$ cat config.mk
export PLATFORM = sky130hd
export DESIGN_NAME = pipe_ctrl
export DESIGN_NICKNAME = d
export VERILOG_FILES = /design/src/rtl/pipe_ctrl.sv
export SDC_FILE = /design/constraint.sdc
export NUM_CORES = 1
export LEC_CHECK = 0
export CAP_MARGIN = 20
export CELL_PAD_IN_SITES_DETAIL_PLACEMENT = 1
export CELL_PAD_IN_SITES_GLOBAL_PLACEMENT = 2
export CORE_MARGIN = 5
export CORE_UTILIZATION = 18
export DETAILED_ROUTE_END_ITERATION = 7
export GPL_TIMING_DRIVEN = 1
export PLACE_DENSITY = 0.84
export RECOVER_POWER = 25
export SYNTH_ARGS = -nofsm -noshare
export SYNTH_HDL_FRONTEND = slang
export SYNTH_SLANG_ARGS = --single-unit
$ cat constraint.sdc
create_clock -name clk_i -period 3.7 [get_ports clk_i]
set_clock_uncertainty 0.15 [all_clocks]
set_input_delay 0.37 -clock clk_i [delete_from_list [all_inputs] [get_ports clk_i]]
set_output_delay 0.37 -clock clk_i [all_outputs]
set_load 0.01 [all_outputs]
$ cat src/rtl/pipe_ctrl.sv
// pipe_ctrl: pipeline sequencer owning PC/IF-ID enables, ID/EX bubble, branch flush and MEM-wait freeze.
// Control outputs are combinational from state and inputs; err_o and the perf counters are registered.
// Optional perf counters are built only when PIPE_CTRL_PERF_CNT_EN is defined.
module pipe_ctrl #(
  parameter int MEM_TIMEOUT = 64
) (
  input  logic        clk_i,
  input  logic        rst_i,
  input  logic        start_i,
  input  logic [4:0]  id_rs1_i,
  input  logic [4:0]  id_rs2_i,
  input  logic        id_uses_rs2_i,
  input  logic        ex_memread_i,
  input  logic [4:0]  ex_rd_i,
  input  logic        branch_taken_i,
  input  logic        mem_req_i,
  input  logic        mem_ack_i,
  output logic        pc_write_o,
  output logic        ifid_write_o,
  output logic        idex_bubble_o,
  output logic        flush_o,
  output logic        freeze_o,
  output logic        mem_req_o,
  output logic        err_o,
  output logic [31:0] stall_cycles_o,
  output logic [31:0] flush_events_o
);

  typedef enum logic [1:0] {S_IDLE, S_RUN, S_WAIT, S_HALT} state_t;

  localparam logic [7:0] TIMEOUT_LAST = 8'(MEM_TIMEOUT - 1);

  state_t     state_q, state_d;
  logic [7:0] wait_cnt_q;
  logic       err_q;
  logic       load_use;
  logic       mem_block;

  assign load_use  = ex_memread_i && (ex_rd_i != 5'd0) &&
                     ((ex_rd_i == id_rs1_i) || (id_uses_rs2_i && (ex_rd_i == id_rs2_i)));
  assign mem_block = mem_req_i && !mem_ack_i;

  // State register, wait counter (cleared whenever not waiting) and sticky error
  always_ff @(posedge clk_i) begin
    if (rst_i) begin
      state_q    <= S_IDLE;
      wait_cnt_q <= 8'd0;
      err_q      <= 1'b0;
    end else begin
      state_q    <= state_d;
      wait_cnt_q <= (state_q == S_WAIT) ? wait_cnt_q + 8'd1 : 8'd0;
      if (state_q == S_WAIT && state_d == S_HALT)
        err_q <= 1'b1;
    end
  end

  always_comb begin
    state_d = state_q;
    unique case (state_q)
      S_IDLE:  if (start_i) state_d = S_RUN;
      S_RUN:   if (mem_block) state_d = S_WAIT;
      S_WAIT: begin
        if (mem_ack_i)
          state_d = S_RUN;
        else if (wait_cnt_q == TIMEOUT_LAST)
          state_d = S_HALT;
      end
      S_HALT:  state_d = S_HALT;
      default: state_d = S_IDLE;
    endcase
  end

  always_comb begin
    pc_write_o    = 1'b0;
    ifid_write_o  = 1'b0;
    idex_bubble_o = 1'b0;
    flush_o       = 1'b0;
    freeze_o      = 1'b0;
    mem_req_o     = 1'b0;
    unique case (state_q)
      S_RUN: begin
        if (mem_block) begin
          freeze_o  = 1'b1;
          mem_req_o = 1'b1;
        end else begin
          mem_req_o = mem_req_i;
          if (branch_taken_i) begin
            pc_write_o   = 1'b1;
            ifid_write_o = 1'b1;
            flush_o      = 1'b1;
          end else if (load_use) begin
            idex_bubble_o = 1'b1;
          end else begin
            pc_write_o   = 1'b1;
            ifid_write_o = 1'b1;
          end
        end
      end
      S_WAIT: begin
        mem_req_o = 1'b1;
        // The ack cycle releases the freeze and acts as a normal RUN cycle
        if (!mem_ack_i) begin
          freeze_o = 1'b1;
        end else if (branch_taken_i) begin
          pc_write_o   = 1'b1;
          ifid_write_o = 1'b1;
          flush_o      = 1'b1;
        end else if (load_use) begin
          idex_bubble_o = 1'b1;
        end else begin
          pc_write_o   = 1'b1;
          ifid_write_o = 1'b1;
        end
      end
      default: freeze_o = 1'b1;
    endcase
  end

  assign err_o = err_q;

`ifdef PIPE_CTRL_PERF_CNT_EN
  logic [31:0] stall_q;
  logic [31:0] flush_q;
  logic        active;

  assign active = (state_q == S_RUN) || (state_q == S_WAIT);

  // Saturating counters
  always_ff @(posedge clk_i) begin
    if (rst_i) begin
      stall_q <= 32'd0;
      flush_q <= 32'd0;
    end else begin
      if (active && !pc_write_o && stall_q != 32'hFFFF_FFFF)
        stall_q <= stall_q + 32'd1;
      if (flush_o && flush_q != 32'hFFFF_FFFF)
        flush_q <= flush_q + 32'd1;
    end
  end

  assign stall_cycles_o = stall_q;
  assign flush_events_o = flush_q;
`else
  assign stall_cycles_o = 32'd0;
  assign flush_events_o = 32'd0;
`endif

endmodule

==> flow_summary.yaml, run 1 <==
place:
  gp_congestion: 0.7463
  hpwlAfterDp_mm: 2.311
  dp_slack_ns: 0.8515
  io_buffers: 29
sta:
  slew_violations: 0
  min_period_over_period: 0.7636
  rsz0062_at_grt: "false"
  fin_crit_ns: 2.825
  final-hold-violation-count: 0
  tns_ns: 0
  max_freq_ghz: 0.3539
  setup_slack_ns: 0.8745
  setup_viol: 0
critical_path:
  path_class: "in2out"
  critPathCaptureType: "primary output"
  r2r_slack_ns: 1.89
  r2r_cells: 6
  cp-start-kind: "input pin"
  worstPathRequired_ns: 3.18
  r2r-end: "err_o"
  r2r-start: "state_q[1]"
  arrival_ns: 2.31
  crit_fanout: 3
grt:
  overflow: 0
  grt_max_degree: 10
  grt_antenna_before_repair: 0
  grt_pass1_wl_mm: 3.933
  grt_pass1_vias: 818
  grt_usage: 0.05658
synthesis:
  syn_area_sq_um: 1224
  yosysTopAreaCell: "buf_4"
  synth_cell_type_count: 31
  ys_seq_area_frac: 0.1800
  netlist_instances: 155
  syn_area_per_cell_sq_um: 7.895
  synth_top_cells_by_count: "buf_4, nor2_1, dfxtp_1, xnor2_1"
  yosys-top-cells-area: "buf_4, dfxtp_1, xnor2_1"
  synth.most_common_cell: "buf_4"
  synthArstFlopShare: 0
  synth_seq_cells: 11
  synthFlopType: "dfxtp_1"
  yosys.area.top_type_share: 0.3988
  ys.warnings.count: 0
  synth-edff-count: 0
clock_network:
  clkTransAtPathRegs_ns: 0.05
  h-tree-depth: 1
  cts_resized: 0
  cts.sinks: 11
  numCtsBuffers: 3
  cts_tree: "yes"
  hold_buffers: 0
  postCtsSetupRepairBufs: 0
  clock_tree.buffer_depth: 2
  root_buffer: "clkbuf_8"
  clock_latency_ns: 0.24
pwr:
  p_total_w: 0.0003721
  irDropWorstVdd_v: 0.0001709
  p_per_area_nw_per_um2: 265.0
  p_leak_nw: 0.6026
floorplanning:
  io_pins: 94
  start_util: 0.1821
  die_w_um: 92.45
  fp.dieH_um: 92.45
  rows: 30
  core_area_sq_um: 6719
  dieArea_sq_um: 8547
drt:
  firstDrtPassIters: 4
  post-route-drc-count: 0
  viasPerCell: 3.377
  wl_mm: 2.686
  wl_per_cell_um: 10.14
  vias: 895
  detail-route-antenna-nets: 0
  drt_iter0_markers: 12
min_path:
  min_from: "err_o"
  hold_end: "err_o"
  worstHoldPathCells: 2
  hold_path.class: "reg2reg"
layout:
  fin_util: 0.2089
  final-seq-area_sq_um: 220.2
  syn2layout_area_growth_pct: 14.72
  nets: 214
  nFillCells: 827
  multi_input_area_sq_um: 729.5
  drive_above_1_share: 0.02162
  num_antenna_cells: 0
run_status:
  status: "finished clean"
job:
  drv_cap: 0
[layout by cell type (no fill, tap or decap), types with 3 or more instances in the layout]
cell / instances
conb_1: 64
clkdlybuf4s50_1: 29
nor2_1: 13
xnor2_1: 11
dfxtp_1: 11
nand3_1: 6
nand2_1: 6
inv_1: 5
xor2_1: 5
ha_1: 5
clkbuf_8: 3
[critical path, cell delays in order]
cell and delay [ns]:
clkdlybuf4s50_1 0.48, or4_1 0.52, nor2_1 0.10, nor3b_1 0.06, a21oi_1 0.20, clkdlybuf4s50_1 0.57
[routing by layer]
layer,up-vias,share of wire,wire length (um),GRT usage
met5,-,0,0,0
met4,0,0.0056,15,0.01856
met3,2,0.13,339,0.02518
met2,59,0.47,1255,0.09547
met1,401,0.40,1076,0.06332
li1,433,-,-,-
[cell families after synthesis]
kind of cell	after synthesis	share of synthesized area
xor+xnor	16	0.1145
other cells	1	0.003065
simple gates	40	0.1636
fa+ha+maj	5	0.05112
compound gates	11	0.07056
buf+inv	71	0.4172
flops	11	0.1800
[flip-flops by register name (all words and copies together) (netlist names)]
name,cells
wait_cnt_q,8
err_o,1
state_q,2
[worst max path at each step]
stage | from | end | slack, ns | cells past startpoint
floorplan | ex_rd_i[1] | pc_write_o | 1.71 | 5
global placement | ex_rd_i[1] | pc_write_o | 0.87 | 6
detailed placement | ex_rd_i[2] | pc_write_o | 0.85 | 6
CTS | ex_rd_i[2] | pc_write_o | 0.85 | 6
global route | ex_rd_i[1] | pc_write_o | 0.73 | 6
finish | ex_rd_i[2] | pc_write_o | 0.87 | 6
[where the power goes]
| group | internal, W | leakage [nW] | switching [W] |
|---|---|---|---|
| sequential | 0.000121 | 0.0889 | 0.00000353 |
| clock | 0.0000756 | 0.0228 | 0.0000448 |
| combinational | 0.0000546 | 0.491 | 0.0000721 |
| total | 0.000252 | 0.603 | 0.000120 |
[per-stage QoR]
step                hold slack [ns]  instances  instance area, sq um
detailed placement           0.3100        261                  1359
floorplan                    0.2919        218                  1460
global route                 0.3666        265                  1404
finish                       0.3207        265                  1404
CTS                          0.3289        265                  1404
global placement             0.3098        261                  1359
[layout make-up]
| cell class | instances | share of cell area |
|---|---|---|
| tap | 80 | 0.07130 |
| sequential | 11 | 0.1569 |
| clock buffer | 4 | 0.03209 |
| timing repair buffer | 29 | 0.2068 |
| multi-input combinational | 136 | 0.5196 |
| inverter | 5 | 0.01337 |
No activity file was read; power rests on OpenSTA's default activity.
==> run 2, diff against run 1 <==
Settings changed: CORE_UTILIZATION 18 to 17, PLACE_DENSITY 0.84 to 0.8.
Clock period 3.7 ns to 2.6 ns, I/O delays scaled along.
==> run 2 against run 1 <==
Worst hold slack better by 0.0080 ns; register-to-register slack worse by 1.1 ns; sequential share of layout area fell by 0.63 points; critical path depth stayed put; global-route usage shrank 0.29 points; core utilization decreased by 0.40 points; sequential power up 42%; wire length fell by 1.8%; largest power group unchanged.
==> flow_summary.yaml, run 2 (synthesis results as in run 1) <==
critical_path:
  cp_cell_sequence: "clkdlybuf4s50_1 -> xnor2_1 -> nand3_1 -> o22ai_1 -> and3b_1 -> clkdlybuf4s50_1"
  arrival_ns: 2.06
  critPathCaptureType: "primary output"
  cp-start-kind: "input pin"
  crit_path_max_incr_delay_ns: 0.54
  cp.buffers_inverters: 2
  path_class: "in2out"
  worst_path_max_delay_cell: "clkdlybuf4s50_1"
  worstPathRequired_ns: 2.19
  crit_family: "buffers and inverters"
  cpMostUsedCell: "clkdlybuf4s50_1"
  crit_fanout: 3
sta:
  setup_viol: 0
  final-hold-violation-count: 0
  setup_slack_ns: 0.1345
  min_period_over_period: 0.9483
  rsz0062_at_grt: "false"
  max_freq_ghz: 0.4056
  fin_crit_ns: 2.465
  tns_ns: 0
  slew_violations: 0
drt:
  wl_per_cell_um: 9.156
  detail-route-antenna-nets: 0
  firstDrtPassIters: 2
  viasPerCell: 3.205
  wl_mm: 2.637
  vias: 923
  drt_iter0_markers: 14
  post-route-drc-count: 0
layout:
  nets: 218
  num_antenna_cells: 0
  syn2layout_area_growth_pct: 19.53
  fin_util: 0.2049
  regMostFlops: "wait_cnt_q"
  mostFrequentLayoutCells: "conb_1, clkdlybuf4s50_1, nor2_1, xnor2_1, dfxtp_1"
  drive_above_1_share: 0.04233
  final_common_cell: "conb_1"
  largest_register_ffs: 8
floorplanning:
  io_pins: 94
  core_area_sq_um: 7137
  fp.dieH_um: 94.84
  rows: 31
  die_w_um: 94.84
  dieArea_sq_um: 8995
  start_util: 0.1715
job:
  drv_cap: 0
clock_network:
  cts_tree: "yes"
  cts.sinks: 11
  clkTransAtPathRegs_ns: 0.05
  root_buffer: "clkbuf_8"
  clock_latency_ns: 0.24
  h-tree-depth: 1
  numCtsBuffers: 3
  clock_tree.buffer_depth: 2
  postCtsSetupRepairBufs: 0
pwr:
  p_per_area_nw_per_um2: 364.7
  p_leak_nw: 0.6611
  irDropWorstVdd_v: 0.0001370
  p_total_w: 0.0005334
grt:
  grt_usage: 0.05368
  overflow: 0
  grt_antenna_before_repair: 0
  grt_pass1_wl_mm: 3.795
  grt_max_degree: 10
  grt_pass1_vias: 834
run_status:
  status: "finished clean"
min_path:
  hold_path.class: "reg2reg"
place:
  dp_slack_ns: 0.02625
  gp_congestion: 0.7082
  io_buffers: 29
  hpwlAfterDp_mm: 2.303
-- run 2: timing repair --
| action | in CTS | in global routing |
|---|---|---|
| hold buffers | 0 | 0 |
| endpoints found under the setup margin | 0 | 2 |
| gates resized for setup | 0 | 2 |
-- run 2: power breakdown --
part           switching (W)  internal [W]  leakage [nW]
registers         0.00000553      0.000173        0.0889
logic               0.000101     0.0000808         0.549
clock network      0.0000656      0.000108        0.0228
-- run 2: final timing paths --
| kind | startpoint | to | slack [ns] | cells after the start |
|---|---|---|---|---|
| max | ex_rd_i[0] | idex_bubble_o | 0.13 | 6 |
| min | wait_cnt_q[0] | wait_cnt_q[0] | 0.33 | 1 |
| max reg2reg | state_q[0] | err_o | 0.78 | 6 |
| min reg2reg | wait_cnt_q[0] | wait_cnt_q[0] | 0.33 | 1 |
-- run 2: layer usage --
layer,wire [um],GRT usage,part of all wire,vias to the layer above
li1,-,-,-,444
met1,979,0.05916,0.37,418
met2,1200,0.08925,0.46,57
met3,426,0.02231,0.16,4
met4,30,0.02524,0.011,0
met5,0,0,0,-
-- run 2: area by class of cell --
cell class | instances | area, sq um
sequential | 11 | 220.2
tap | 99 | 123.9
inverter | 5 | 18.77
timing repair buffer | 33 | 325.3
fill | 896 | 5674
clock buffer | 4 | 45.04
multi-input combinational | 136 | 729.5
-- run 2: per-stage QoR --
step	instance area, sq um	std cells	hold slack (ns)
floorplan	1460	218	0.1824
global route	1463	288	0.3612
detailed placement	1413	284	0.3192
global placement	1413	284	0.3121
CTS	1458	288	0.3379
finish	1463	288	0.3286
==> variant 1, RTL diff (flow settings as in run 2) <==
The 4 states of `state_t` get a one-hot encoding in 4 bits.
--- a/src/rtl/pipe_ctrl.sv
+++ b/src/rtl/pipe_ctrl.sv
@@ -26,7 +26,7 @@
   output logic [31:0] flush_events_o
 );
 
-  typedef enum logic [1:0] {S_IDLE, S_RUN, S_WAIT, S_HALT} state_t;
+  typedef enum logic [3:0] {S_IDLE = 4'b0001, S_RUN = 4'b0010, S_WAIT = 4'b0100, S_HALT = 4'b1000} state_t;
 
   localparam logic [7:0] TIMEOUT_LAST = 8'(MEM_TIMEOUT - 1);
 
Formal check against the unedited RTL: no difference found for any inputs over 10 cycles, from zero or initial values and one cycle with rst_i high; not proved beyond that.
==> variant 1 against run 2 <==
  * Register-to-register slack worse by 160 ps
  * Via count down 0.43%
  * Hold slack worse by 16 ps
  * First-iteration DRC count up 110%
  * Sequential share of layout area up 2.4 points
  * Design area up 2.2%
  * Wire length grew 0.38%
  * Sequential cell count increased by 2
  * Synthesized area increased by 5.1%
  * Power decreased by 4.0%
  * Worst setup slack worse by 45 ps
  * Sequential power up 16%
  * Combinational power is 31% lower
  * Critical path type unchanged
  * Critical endpoint is now ifid_write_o
==> variant 1: results (changes against run 2) <==
HPWL after detailed placement 2.28 mm (-0.79%); Pwr Total 0.512 mW (-4.0%); fraction of post-synthesis cell area in the top cell type by area 0.379 (-0.0194); number of DRC markers in iteration 0 30 (+16); maximum number of pins on one net before global-route repair 9 (-1); launch point of the worst hold path wait_cnt_q[0]; cell family with the largest share of critical-path delay buffers and inverters; Wirelength per Cell 9.22 um (+0.73%); commonest cells in the netlist 65 x sky130_fd_sc_hd__buf_4, 13 x sky130_fd_sc_hd__dfxtp_1, 13 x sky130_fd_sc_hd__xnor2_1; number of fillers in the final layout 923 (+3.0%); Comb. pwr 0.125 mW (-31%); vias in the first global route 900 (+7.9%); count of placed standard cells including taps 283 (-0.35%); path class of the lowest-slack min-delay path register to register; PostCTS Resize Cnt 1 (+1); synthesized-area fraction occupied by adder cells 0.00973 (-0.0414); result of the run finished clean; compound-gate portion of the synthesized area 0.0837 (+0.0131); power in the clock group 0.180 mW (+4%); H-tree depth 1 (unchanged); Placement Setup Slack 27.7 ps (+1.43 ps); layout cells sized above 1 0.0904 (+0.0481); RR Startpoint state_q[2]; final cell count without fillers 287 (-0.35%); Sw Ratio 0.287 (-0.0358); Total GRT Usage 0.0531 (-0.000620); clk slew on worst S/H paths 50 ps (about the same); peak supply drop 0.112 mV (-18%); layout overhead on the synthesized area 16.2%; maximum cell stage delay along the critical path 560 ps (+20 ps); standby leakage power 0.590 nW (-11%); maximum fanout along the worst path 2 (-1); Syn. warnings 0 (unchanged); synth top area cells sky130_fd_sc_hd__buf_4 38%, sky130_fd_sc_hd__dfxtp_1 20%, sky130_fd_sc_hd__xnor2_1 8.9%; share of the yosys chip area belonging to registers 0.202 (+0.0224); flip-flop count of the largest register, all copies and words added 8 (unchanged); post-synthesis average cell area 8.19 um2 (+3.8%); synthesized-area fraction occupied by xor and xnor cells 0.109 (-0.00557); Vias 919 (-0.43%); clock latency of the later-clocked register in the worst-skew pair 240 ps (about the same); number of nets at the end of the flow 213 (-2.3%); First-pass DRT Iterations 4 (+2); global placement routability congestion 0.728 (+2.8%); number of unique standard cell types used by synthesis 37 (+19%); first-pass GRT wire length 4.17 mm (+9.8%); register containing the most flip-flops in the final layout wait_cnt_q; total placed instance area 1450 um2 (+2.5%); Setup Fix Bufs, Post-CTS 0 (unchanged)
==> variant 1: cell count changes after synthesis, sizes merged, moves of 3 or more <==
| cell | before | now |
|---|---|---|
| a21oi | 2 | 7 |
| buf | 65 | 68 |
| ha | 5 | 1 |
| inv | 5 | 2 |
| nor2 | 13 | 10 |
| or3 | 0 | 4 |
==> variant 1: area by class of cell <==
class                      instances  area share
inverter                           2     0.00502
clock buffer                       4      0.0301
tap                               99      0.0828
multi-input combinational        136       0.495
timing repair buffer              33       0.212
sequential                        13       0.175
==> variant 1: metal layers <==
layer / part of all wire / wire length [um] / track usage
met5: 0 / 0 / 0
met4: 0.028 / 73 / 0.0356
met3: 0.11 / 280 / 0.0129
met2: 0.49 / 1310 / 0.0929
met1: 0.37 / 982 / 0.0559
==> variant 1: path summary, 6_finish.rpt <==
kind                   end  slack (ps)  cells past startpoint
max           ifid_write_o          90                      5
min          wait_cnt_q[0]         310                      1
max reg2reg  wait_cnt_q[5]         620                      4
min reg2reg  wait_cnt_q[0]         310                      1
==> variant 2, RTL diff (config.mk and constraints of run 2) <==
Without the edit above. The option `PIPE_CTRL_PERF_CNT_EN` is turned on by a define.
--- a/src/rtl/pipe_ctrl.sv
+++ b/src/rtl/pipe_ctrl.sv
@@ -1,6 +1,8 @@
 // pipe_ctrl: pipeline sequencer owning PC/IF-ID enables, ID/EX bubble, branch flush and MEM-wait freeze.
 // Control outputs are combinational from state and inputs; err_o and the perf counters are registered.
 // Optional perf counters are built only when PIPE_CTRL_PERF_CNT_EN is defined.
+`define PIPE_CTRL_PERF_CNT_EN
+
 module pipe_ctrl #(
   parameter int MEM_TIMEOUT = 64
 ) (
Behaviour: not the same (Yosys sat finds a counterexample within 4 cycles, from zero or initial values and one cycle with rst_i high).
==> variant 2 against run 2 <==
  * Synthesized area rose to 3.3 times the old value
  * Register-to-register slack got worse by 680 ps
  * Wire length grew to 5.0 times the old value
  * Sequential cell count rose by 64
  * Design area grew to 4.1 times the old value
  * Power increased to 5.3 times the old value
  * Worst setup slack lost 30 ps
  * Global-route usage up 4.5 points
  * Largest cell class unchanged
==> variant 2: results (changes against run 2) <==
result of the run finished clean; synth top area cells sky130_fd_sc_hd__dfxtp_1 37%, sky130_fd_sc_hd__xnor2_1 5.8%, sky130_fd_sc_hd__nor2_1 5.5%; global placement routability congestion 0.750 (+5.8%); number of DRC markers in iteration 0 129 (+115); CP startpoint kind register; first-pass GRT wire length 21.7 mm (+470%); number of unique standard cell types used by synthesis 52 (+68%); HPWL after detailed placement 10.1 mm (+340%); H-tree depth 3 (+2); Placement Setup Slack -136 ps (-162 ps); register-to-register path setup slack 100 ps (-680 ps); path class of the lowest-slack min-delay path primary input to register; clock latency of the later-clocked register in the worst-skew pair 350 ps (+110 ps); worst-case hold slack 209 ps (-120 ps); First-pass DRT Iterations 4 (+2); vias in the first global route 4174 (+400%); Final Routed Wirelength 13.3 mm (+400%); # port buffers 93 (+220%); number of buffers added by the clock tree synthesis step 9 (+6); capture point of the worst reg-to-reg path stall_cycles_o[18]; number of nets at the end of the flow 649 (+200%); maximum number of pins on one net before global-route repair 45 (+35); Total GRT Usage 0.0992 (+0.0455); share of the yosys chip area belonging to registers 0.366 (+0.186); met3 track demand over resource in global routing 0.0372 (+0.0149); layout cells sized above 1 0.139 (+0.0971); clk slew on worst S/H paths 70 ps (+20 ps); maximum fanout along the worst path 38 (+35); Worst Path Arrival 2580 ps (+520 ps); Vias 4112 (+350%); buffer cell driving the clock tree root sky130_fd_sc_hd__clkbuf_16; launch point of the worst hold path rst_i; critical path's slowest cell sky130_fd_sc_hd__or4_4
==> variant 2: cell type report <==
class / count / area (um2)
timing repair buffer: 142 / 1330
clock buffer: 9 / 225
clock inverter: 7 / 66.3
tap: 319 / 399
fill: 2806 / 17600
inverter: 11 / 42.5
sequential: 75 / 1500
multi-input combinational: 380 / 2460
==> variant 2: per-layer routing <==
layer,share of wire,up-vias
met5,0,-
met4,0.015,0
met3,0.074,11
met2,0.45,68
met1,0.46,1983
li1,-,2050
==> variant 2: power breakdown <==
part           switching [mW]  internal (mW)  total, mW
registers             0.00919           1.16       1.17
logic                   0.240          0.175      0.416
clock network           0.579          0.674       1.25
total                   0.828           2.01       2.84
==> variant 2: per-stage QoR <==
stage	cell area, um2	TNS (ps)	std cells	util
finish	6030	0	943	0.255
global route	6030	0	943	0.255
CTS	6020	0	943	0.255
detailed placement	5730	-1650	927	0.243
global placement	5730	-1200	927	0.243
floorplan	4100	0	488	-
==> variant 2: cell families after synthesis <==
family,after synthesis,synth area share
compound gates,66,0.103
xor+xnor,44,0.0940
fa+ha+maj,7,0.0214
buf+inv,33,0.0366
flops,75,0.366
mux,12,0.0348
simple gates,251,0.344
==> variant 2: worst max-delay path, delay by kind of cell (launching register included) <==
family          cells  cell delay [ps]
buf+inv             1              210
compound gates      1              180
simple gates        4             1160
mux                 1              310
flops               1              360
==> variant 2: worst max path at each step <==
stage | slack [ps] | to
after detailed placement | -140 | stall_cycles_o[18]
final | 100 | stall_cycles_o[18]
after global routing | 7 | stall_cycles_o[18]
after floorplan | 170 | flush_events_o[28]
after global placement | -100 | stall_cycles_o[9]
after CTS | 30 | idex_bubble_o
==> variant 2: what timing repair did <==
item | 4_1_cts | 5_1_grt
cloned | 0 | 0
hold buffers | 0 | 0
pin swaps | 1 | 0
resized for setup | 9 | 3
setup buffers | 0 | 0
setup endpoints to repair | 3 | 10
